`config.mk`:
```
export PLATFORM = sky130hd
export DESIGN_NAME = branch_target_buffer
export DESIGN_NICKNAME = d
export VERILOG_FILES = /design/src/rtl/riscv_btb_pkg.sv /design/src/rtl/btb_sat_ctr.sv /design/src/rtl/branch_target_buffer.sv
export SDC_FILE = /design/constraint.sdc
export NUM_CORES = 2
export LEC_CHECK = 0
export CAP_MARGIN = 15
export CORE_ASPECT_RATIO = 1.75
export CORE_UTILIZATION = 32
export CTS_BUF_LIST = sky130_fd_sc_hd__clkbuf_8
export CTS_CLUSTER_DIAMETER = 30
export DETAILED_ROUTE_END_ITERATION = 16
export MAX_ROUTING_LAYER = met4
export PLACE_DENSITY = 0.5
export RECOVER_POWER = 100
export SYNTH_ARGS = -nofsm -noshare
export SYNTH_HDL_FRONTEND = slang
export SYNTH_SLANG_ARGS = --single-unit
```
`constraint.sdc`:
```
create_clock -name clk -period 10 [get_ports clk]
set_input_delay 2.5 -clock clk [delete_from_list [all_inputs] [get_ports clk]]
set_output_delay 2.5 -clock clk [all_outputs]
set_load 0.05 [all_outputs]
```
`src/rtl/riscv_btb_pkg.sv`:
```
// ============================================================================
// Module      : riscv_btb_pkg
// Description : Shared types, counter encodings and index/tag helpers for the
//               branch target buffer.
// Revision    : 1.0 - initial release
// ============================================================================
`default_nettype none

package riscv_btb_pkg;

  typedef logic [1:0] ctr_t;

  localparam ctr_t CTR_SNT = 2'b00;
  localparam ctr_t CTR_WNT = 2'b01;
  localparam ctr_t CTR_WT  = 2'b10;
  localparam ctr_t CTR_ST  = 2'b11;

  // Default geometry, used only for the reference entry layout below.
  localparam int unsigned BTB_DEF_XLEN  = 64;
  localparam int unsigned BTB_DEF_TAG_W = 10;

  typedef struct packed {
    logic                     valid;
    logic [BTB_DEF_TAG_W-1:0] tag;
    logic [BTB_DEF_XLEN-1:0]  target;
  } btb_entry_t;

  // Helpers take a PC zero-extended to the widest supported address width so
  // that they serve any XLEN up to PC_MAX_W.
  localparam int unsigned PC_MAX_W = 128;
  typedef logic [PC_MAX_W-1:0] pc_max_t;

  function automatic logic [31:0] btb_idx(input pc_max_t pc, input int unsigned idx_w);
    pc_max_t mask;
    mask = (pc_max_t'(1) << idx_w) - pc_max_t'(1);
    return 32'((pc >> 2) & mask);
  endfunction

  function automatic logic [63:0] btb_tag(input pc_max_t pc, input int unsigned idx_w,
                                          input int unsigned tag_w);
    pc_max_t mask;
    mask = (pc_max_t'(1) << tag_w) - pc_max_t'(1);
    return 64'((pc >> (idx_w + 2)) & mask);
  endfunction

endpackage

`default_nettype wire

```
`src/rtl/btb_sat_ctr.sv`:
```
// ============================================================================
// Module      : btb_sat_ctr
// Description : 2-bit saturating up/down counter with synchronous load.
// Revision    : 1.0 - initial release
// ============================================================================
`default_nettype none

module btb_sat_ctr
  import riscv_btb_pkg::*;
(
  input  logic clk,
  input  logic rst_n,
  input  logic i_load,
  input  ctr_t i_load_val,
  input  logic i_inc,
  input  logic i_dec,
  output ctr_t o_ctr
);

  ctr_t ctr_q;
  ctr_t ctr_d;

  always_comb begin
    ctr_d = ctr_q;
    if (i_load) begin
      ctr_d = i_load_val;
    end else if (i_inc && (ctr_q != CTR_ST)) begin
      ctr_d = ctr_q + 2'b01;
    end else if (i_dec && (ctr_q != CTR_SNT)) begin
      ctr_d = ctr_q - 2'b01;
    end
  end

  always_ff @(posedge clk) begin
    if (!rst_n) begin
      ctr_q <= CTR_WNT;
    end else begin
      ctr_q <= ctr_d;
    end
  end

  assign o_ctr = ctr_q;

endmodule

`default_nettype wire

```
`src/rtl/branch_target_buffer.sv`:
```
// ============================================================================
// Module      : branch_target_buffer
// Description : E-stage target/mispredict/redirect plus a direct-mapped BTB
//               looked up asynchronously by the fetch PC. Define
//               BTB_BIMODAL_EN to add per-entry 2-bit direction counters.
// Revision    : 1.0 - initial release
// ============================================================================
`default_nettype none

module branch_target_buffer
  import riscv_btb_pkg::*;
#(
  parameter int unsigned XLEN    = 64,
  parameter int unsigned ENTRIES = 16,
  parameter int unsigned TAG_W   = 10
) (
  input  logic            clk,
  input  logic            rst_n,
  input  logic [XLEN-1:0] PCF,
  output logic            PredHitF,
  output logic            PredTakenF,
  output logic [XLEN-1:0] PredTargetF,
  input  logic            InvalidateAll,
  input  logic            UpdateE,
  input  logic [XLEN-1:0] PCE,
  input  logic [XLEN-1:0] ExtImmE,
  input  logic            TakenE,
  input  logic            PredTakenE,
  input  logic [XLEN-1:0] PredTargetE,
  output logic [XLEN-1:0] PCTargetE,
  output logic            MispredictE,
  output logic [XLEN-1:0] RedirectPCE
);

  localparam int unsigned IDX_W = $clog2(ENTRIES);

  logic [ENTRIES-1:0] valid_q;
  logic [ENTRIES-1:0] valid_d;
  logic [TAG_W-1:0]   tag_q    [ENTRIES];
  logic [TAG_W-1:0]   tag_d    [ENTRIES];
  logic [XLEN-1:0]    target_q [ENTRIES];
  logic [XLEN-1:0]    target_d [ENTRIES];

  logic [IDX_W-1:0] idx_f;
  logic [IDX_W-1:0] idx_e;
  logic [TAG_W-1:0] tag_f;
  logic [TAG_W-1:0] tag_e;
  logic             hit_f;
  logic             hit_e;
  logic [XLEN-1:0]  pc_plus4_e;

  // Write enables; an invalidate in the same cycle suppresses any write.
  logic wr_en;
  logic alloc_en;
  logic hit_taken_en;
  logic hit_not_taken_en;

  // ---------------------------------------------------------------------------
  // Index / tag extraction
  // ---------------------------------------------------------------------------
  always_comb begin
    idx_f = IDX_W'(btb_idx(pc_max_t'(PCF), IDX_W));
    idx_e = IDX_W'(btb_idx(pc_max_t'(PCE), IDX_W));
    tag_f = TAG_W'(btb_tag(pc_max_t'(PCF), IDX_W, TAG_W));
    tag_e = TAG_W'(btb_tag(pc_max_t'(PCE), IDX_W, TAG_W));
  end

  assign hit_f = valid_q[idx_f] && (tag_q[idx_f] == tag_f);
  assign hit_e = valid_q[idx_e] && (tag_q[idx_e] == tag_e);

  // ---------------------------------------------------------------------------
  // Execute-stage resolution
  // ---------------------------------------------------------------------------
  assign PCTargetE  = PCE + ExtImmE;
  assign pc_plus4_e = PCE + XLEN'(4);

  always_comb begin
    RedirectPCE = TakenE ? PCTargetE : pc_plus4_e;
    MispredictE = UpdateE &&
                  ((TakenE != PredTakenE) || (TakenE && (PredTargetE != PCTargetE)));
  end

  assign wr_en            = UpdateE && !InvalidateAll;
  assign alloc_en         = wr_en && TakenE && !hit_e;
  assign hit_taken_en     = wr_en && TakenE && hit_e;
  assign hit_not_taken_en = wr_en && !TakenE && hit_e;

  // ---------------------------------------------------------------------------
  // Entry next-state
  // ---------------------------------------------------------------------------
  always_comb begin
    valid_d  = valid_q;
    tag_d    = tag_q;
    target_d = target_q;

    if (alloc_en) begin
      valid_d[idx_e]  = 1'b1;
      tag_d[idx_e]    = tag_e;
      target_d[idx_e] = PCTargetE;
    end else if (hit_taken_en) begin
      target_d[idx_e] = PCTargetE;
    end
`ifndef BTB_BIMODAL_EN
    // Without direction counters a resolved not-taken hit evicts the entry.
    if (hit_not_taken_en) begin
      valid_d[idx_e] = 1'b0;
    end
`endif

    if (InvalidateAll) begin
      valid_d = '0;
    end
  end

  always_ff @(posedge clk) begin
    if (!rst_n) begin
      valid_q <= '0;
      for (int i = 0; i < int'(ENTRIES); i++) begin
        tag_q[i]    <= '0;
        target_q[i] <= '0;
      end
    end else begin
      valid_q  <= valid_d;
      tag_q    <= tag_d;
      target_q <= target_d;
    end
  end

  // ---------------------------------------------------------------------------
  // Fetch-stage prediction
  // ---------------------------------------------------------------------------
  assign PredHitF    = hit_f;
  assign PredTargetF = hit_f ? target_q[idx_f] : '0;

`ifdef BTB_BIMODAL_EN
  ctr_t ctr [ENTRIES];

  generate
    for (genvar g = 0; g < int'(ENTRIES); g++) begin : g_ctr
      logic sel;
      assign sel = (idx_e == IDX_W'(g));

      btb_sat_ctr u_ctr (
        .clk        (clk),
        .rst_n      (rst_n),
        .i_load     (alloc_en && sel),
        .i_load_val (CTR_WT),
        .i_inc      (hit_taken_en && sel),
        .i_dec      (hit_not_taken_en && sel),
        .o_ctr      (ctr[g])
      );
    end
  endgenerate

  assign PredTakenF = hit_f && ctr[idx_f][1];
`else
  assign PredTakenF = hit_f;
`endif

endmodule

`default_nettype wire
```
== Word level (Yosys, flattened, before mapping) ==
Index checks and enable logic that the tools add are counted.
Storage, ports and cells
  flip-flop bits (word level): 1200
  input port bits: 262
  output and inout port bits: 195
Cells by class
  add/subtract/negate cells: 2
  $lt $le $gt $ge: 6
  equality and inequality tests: 4
  mux-type cells: 27
  bitwise gates (word level): 6
  reduce and logical (&&, ||, !) cells: 18
Operators by type and width (number)
  1024-bit 2-to-1 mux: 2
  1024-bit bitwise mux: 1
  64-bit 2-to-1 mux: 5
  64-bit binary-select mux with 4-bit select: 1
  64-bit demux with 4-bit select: 1
  160-bit bitwise mux: 1
  10-bit binary-select mux with 4-bit select: 2
  64-bit by 3-bit adder with 64-bit output, second input constant: 1
  64-bit adder: 1
  64-bit inequality test: 1
  10-bit 2-to-1 mux: 5
  10-bit demux with 4-bit select: 1
  16-bit 2-to-1 mux: 2
  10-bit equality test: 2
  16-bit AND: 1
  16-bit NOT: 1
  16-bit OR: 1
  1-bit logical AND: 12
  5-bit greater-or-equal comparator, second input constant: 2
  4-bit by 5-bit < comparator with 1-bit output, second input constant: 2
  4-bit NOT with 5-bit output: 2
  1-bit binary-select mux with 4-bit select: 2
  5-bit by 1-bit < comparator with 1-bit output, second input constant: 1
  1-bit demux with 4-bit select: 1
  other kinds (8): 12

== Logic depth before layout (Yosys ltp) ==
  word-level depth: 11
  depth in mapped cells: 16

== Least setup slack after synthesis ==
OpenSTA, ideal clock, no wires.
  kind: input-to-output
  start: in PCE[0]
  end: out MispredictE
  arrival time: 6943 ps
  data required time: 7500 ps
  slack: 557 ps
  cell stages on the path: 15
  cells stage by stage: ha_1 > inv_1 > fa_1 > nor2b_1 > o31a_1 > o21ai_0 > a221oi_1 > xor2_1 > a2111o_1 > a211o_1 > or4_1 > or4_1 > or4_1 > nor4_1 > nor2_1
Between the ends
  longest elaborated chain between the ends: 5
RTL lines
  start, declared: RTL line branch_target_buffer.sv:25  | input logic [XLEN-1:0] PCE,
  64-bit adder: RTL line branch_target_buffer.sv:74  | assign PCTargetE = PCE + ExtImmE;
  64-bit inequality test: RTL line branch_target_buffer.sv:80  | ((TakenE != PredTakenE) || (TakenE && (PredTargetE != PCTargetE)));
  1-bit logical AND: RTL line branch_target_buffer.sv:80
  1-bit logical OR: RTL line branch_target_buffer.sv:80
  1-bit logical AND: RTL line branch_target_buffer.sv:79  | MispredictE = UpdateE &&
  end, declared: RTL line branch_target_buffer.sv:31  | output logic MispredictE,
Every way passes these cells.

== Final worst setup path ==
  start: in PCE[13]
  end: out MispredictE
Same word-level chain as after synthesis.

==> results.md <==
* Global Route Usage Sum at 27.8%
* CP Buf/Inv Count at 5
* Number of flops mapped to enable cells by yosys at 0
* DPL Wire Length at 180000 µm
* Kind of critical path: input pin to primary output
* I/O pin count at 457
* Wire length per cell at 26.8 µm
* Startpoint of the most critical hold path: target_q[530]
* Clock slew seen by the registers of the worst setup and hold paths at 60 ps
* Post-Syn Nets at 7311
* Hold Path Depth at 2
* Clock latency on the worst-skew pair at 910 ps
* Vias in the first global route at 53.9k
* CTS root buffer: sky130_fd_sc_hd__clkbuf_8
* Vias after detailed routing at 54.6k
* Row count at 214
* Critical-path cell list: clkdlybuf4s50_1 -> ha_1 -> buf_4 -> nand4_1 -> or2_2 -> or4_1 -> a21oi_1 -> buf_4 -> a21oi_1 -> xnor2_1 -> xnor2_1 -> o211ai_1 -> or4_4 -> nor4_4 -> buf_4 -> nor2_1 -> buf_6
* Max Fclk at 0.100 GHz
* Setup repair after global routing missed its margin: yes
* Port bufs at 406
* Startpoint types: input pin
* Die height at 588 µm
* H-tree levels at 4
* Violations in the final reports: capacitance limit, slew limit
* Outcome: finished, violations left
* Crit-path leading delay family: simple AND/OR/NAND/NOR gates
* RR Endpoint: tag_q[77]
* Post-synthesis average cell area at 9.00 µm²
* Stage delay of the slowest cell on the critical path at 610 ps
* Fill cell instance count of the final layout at 19.4k
* Cells after Synth at 6981
* Pin count of the biggest net entering global routing at 289
* Register bit total from synthesis at 1200
* Nets at 7766
* Vias per cell at 5.36
* Largest buffer count on any clock path at 4
* Count of antenna-violating nets left after detailed routing at 0
* Cell type with the highest occurrence count on the critical path: sky130_fd_sc_hd__buf_4
* Area of the mapped netlist at 62800 µm²
* Relative slew slack at -250%
* Final Slew Violations at 2125
* Fraction of the cycle the final worst path needs at 99.7%
* Total Wirelength at 273000 µm
* Iter 0 DRT Violations at 4752
* Power Total at 12.2 mW
* Number of iterations in the first detailed-routing pass at 6
* DP Worst Slack at -455 ps
* Number of buffers inserted during clock tree synthesis at 207
* Number of distinct library cell variants in the gate-level netlist after synthesis at 77
* Start of the worst register-to-register path: tag_q[3]
* Total setup violations reported at the end of the flow at 0
* TritonCTS clock tree: built
* Worst setup EP type: primary output
* Min-Delay Path Class: flop to flop
* Setup slack after layout at 27.3 ps
* Std-Cell Core Area at 195000 µm²
* Max-cap violation count at 61
* Commonest register cell after synthesis: sky130_fd_sc_hd__dfxtp_1
* Worst Hold Endpoint: target_q[530]
* Initial antenna violation count at 33
* Minimum setup slack among reg-to-reg paths at 5120 ps
* Count of clock tree sinks at 1200
* Max stage delay cell, worst path: sky130_fd_sc_hd__or4_1
* Sequential element share of the synthesized area at 38.2%
* DRC violation count after routing at 0
* Transition time at the pin with the least slew margin at 5240 ps
* Required @ worst endpoint at 7500 ps
* DIE AREA at 198000 µm²
* Final Wtd Congestion at 1.03
* Starting density of the core at 32.3%
* Time the final worst path needs with I/O delays and setup at 9970 ps
* CTS Hold Bufs at 0
* Maximum vdd ir drop at 0.0000892 V
* Lkg Pwr at 27.1 nW
* Chip Width at 337 µm
* Proportion of layout cells with a drive suffix above 1 at 17.6%
* Share of flip-flops with an asynchronous set or reset after synthesis at 0%
* Warnings from Yosys at 0
* Endpoint arrival time on the critical path at 7470 ps
* Worst clock skew at 34.4 ps
* First-pass GRT wire length at 387000 µm
* Final hold viol count at 0
* Total power divided by cell area at 160 nW/µm²
* Global-route congestion overflow total at 0
* Max Fanout on Critical Path at 7
* Worst Reg2Reg Path Length in Cells at 10
* Signed area change from the synthesized netlist to the final layout at 21.1%
-- worst reg2reg max path, cell delays in order (launching register included) --
cell and delay (ps):
sky130_fd_sc_hd__dfxtp_1 320, sky130_fd_sc_hd__mux4_2 480, sky130_fd_sc_hd__mux4_2 640, sky130_fd_sc_hd__xnor2_1 230, sky130_fd_sc_hd__nand4_1 380, sky130_fd_sc_hd__nor3_1 130, sky130_fd_sc_hd__clkbuf_1 360, sky130_fd_sc_hd__nor2_1 840
sky130_fd_sc_hd__clkbuf_1 1030, sky130_fd_sc_hd__mux2i_1 300, sky130_fd_sc_hd__nor2b_1 70
-- layout by cell type, fill, tap and decap left out, types with 35 or more instances in the layout --
| master | instances |
|---|---|
| sky130_fd_sc_hd__a21boi_0 | 693 |
| sky130_fd_sc_hd__a21oi_1 | 121 |
| sky130_fd_sc_hd__and2_0 | 229 |
| sky130_fd_sc_hd__and2_1 | 58 |
| sky130_fd_sc_hd__buf_12 | 64 |
| sky130_fd_sc_hd__buf_4 | 381 |
| sky130_fd_sc_hd__clkbuf_1 | 96 |
| sky130_fd_sc_hd__clkbuf_2 | 56 |
| sky130_fd_sc_hd__clkbuf_8 | 247 |
| sky130_fd_sc_hd__clkdlybuf4s50_1 | 205 |
| sky130_fd_sc_hd__dfxtp_1 | 1200 |
| sky130_fd_sc_hd__dlygate4sd3_1 | 35 |
| sky130_fd_sc_hd__ha_1 | 65 |
| sky130_fd_sc_hd__inv_1 | 107 |
| sky130_fd_sc_hd__mux2i_1 | 165 |
| sky130_fd_sc_hd__mux4_2 | 430 |
| sky130_fd_sc_hd__nand2_1 | 1890 |
| sky130_fd_sc_hd__nand3_1 | 54 |
| sky130_fd_sc_hd__nand4_1 | 50 |
| sky130_fd_sc_hd__nor2_1 | 143 |
| sky130_fd_sc_hd__nor2b_1 | 237 |
| sky130_fd_sc_hd__o211a_1 | 68 |
| sky130_fd_sc_hd__o21ai_0 | 390 |
| sky130_fd_sc_hd__xnor2_1 | 94 |
| sky130_fd_sc_hd__xor2_1 | 54 |
-- how the worst max path moves through the flow --
stage	from	endpoint	slack [ps]	cells past startpoint
floorplan	PCE[0]	MispredictE	560	15
CTS	PCE[0]	MispredictE	6	19
global route	PCE[0]	MispredictE	-70	19
finish	PCE[13]	MispredictE	30	17
detailed placement	PCE[0]	MispredictE	-460	19
global placement	PCE[0]	MispredictE	-440	19
-- power by group --
group / total, mW / switching, mW / internal [mW]
Clock: 4.73 / 2.15 / 2.58
Combinational: 2.64 / 1.77 / 0.870
Sequential: 4.82 / 0.0132 / 4.81
-- cells in the mapped netlist (18+ instances only) --
cell type                  instances  share of area [%]
sky130_fd_sc_hd__clkbuf_1        542                3.2
sky130_fd_sc_hd__xor2_1           67               0.93
sky130_fd_sc_hd__nor3_1           27               0.22
sky130_fd_sc_hd__nand4_1          50               0.50
sky130_fd_sc_hd__buf_1            74               0.44
sky130_fd_sc_hd__nand2_1        1890                 11
sky130_fd_sc_hd__dfxtp_1        1200                 38
sky130_fd_sc_hd__and3_1           22               0.22
sky130_fd_sc_hd__nor2_1          150               0.90
sky130_fd_sc_hd__nand3_1          56               0.45
sky130_fd_sc_hd__ha_1             67                1.3
sky130_fd_sc_hd__inv_1            55               0.33
sky130_fd_sc_hd__a21oi_1         124               0.99
sky130_fd_sc_hd__xnor2_1         120                1.7
sky130_fd_sc_hd__a31oi_1          18               0.18
sky130_fd_sc_hd__nor2b_1         238                2.4
sky130_fd_sc_hd__and2_1          287                2.9
sky130_fd_sc_hd__o211a_1          68                1.1
sky130_fd_sc_hd__mux2i_1         165                2.6
sky130_fd_sc_hd__a21boi_0        693                8.3
sky130_fd_sc_hd__mux4_2          430                 15
sky130_fd_sc_hd__o21ai_0         391                3.1
-- area by class of cell --
class	count	area, µm²	share of cell area, %
Antenna cell	23	57.6	0.0757
Clock buffer	245	3370	4.43
Inverter	55	206	0.271
Clock inverter	106	868	1.14
Multi-Input combinational cell	5094	36600	48.1
Tap cell	2592	3240	4.26
Sequential cell	1200	24000	31.6
Timing Repair Buffer	878	7670	10.1
-- cells by family after synthesis --
logic type / share of synthesized area, %
mux: 18.2
compound gates: 15.5
buf+inv: 4.19
flops: 38.2
xor+xnor: 2.78
fa+ha+maj: 1.37
simple gates: 19.7
-- timing repair --
action,CTS,global route
endpoints found under the setup margin,1,4
setup buffers,1,1
endpoints found under the hold margin,0,0
gates resized for setup,14,11
pin swaps,6,3
gates cloned,0,0
-- metrics by stage --
| step | hold slack, ps | cells | setup TNS, ps | utilization [%] | cell area [µm²] |
|---|---|---|---|---|---|
| after floorplan | 440 | 6981 | 0 | - | 62800 |
| after global placement | 449 | 9812 | -437 | 37.6 | 73100 |
| after detailed placement | 455 | 9817 | -455 | 37.6 | 73200 |
| after CTS | 464 | 10169 | 0 | 39.8 | 77500 |
| after global routing | 479 | 10188 | -250 | 39.1 | 76100 |
| final | 462 | 10193 | 0 | 39.1 | 76100 |
-- state kept, by name, indices dropped and copies added (netlist names) --
| signal | count |
|---|---|
| tag_q | 160 |
| target_q | 1024 |
| valid_q | 16 |
-- layer usage --
| metal | track usage (%) | up-vias | part of all wire [%] |
|---|---|---|---|
| li1 | - | 24967 | - |
| met3 | 4.26 | 616 | 6.4 |
| met2 | 44.5 | 2091 | 47 |
| met4 | 15.7 | 0 | 6.5 |
| met1 | 33.1 | 26926 | 40 |
| met5 | - | - | 0 |
(Power assumes the default switching activity.)
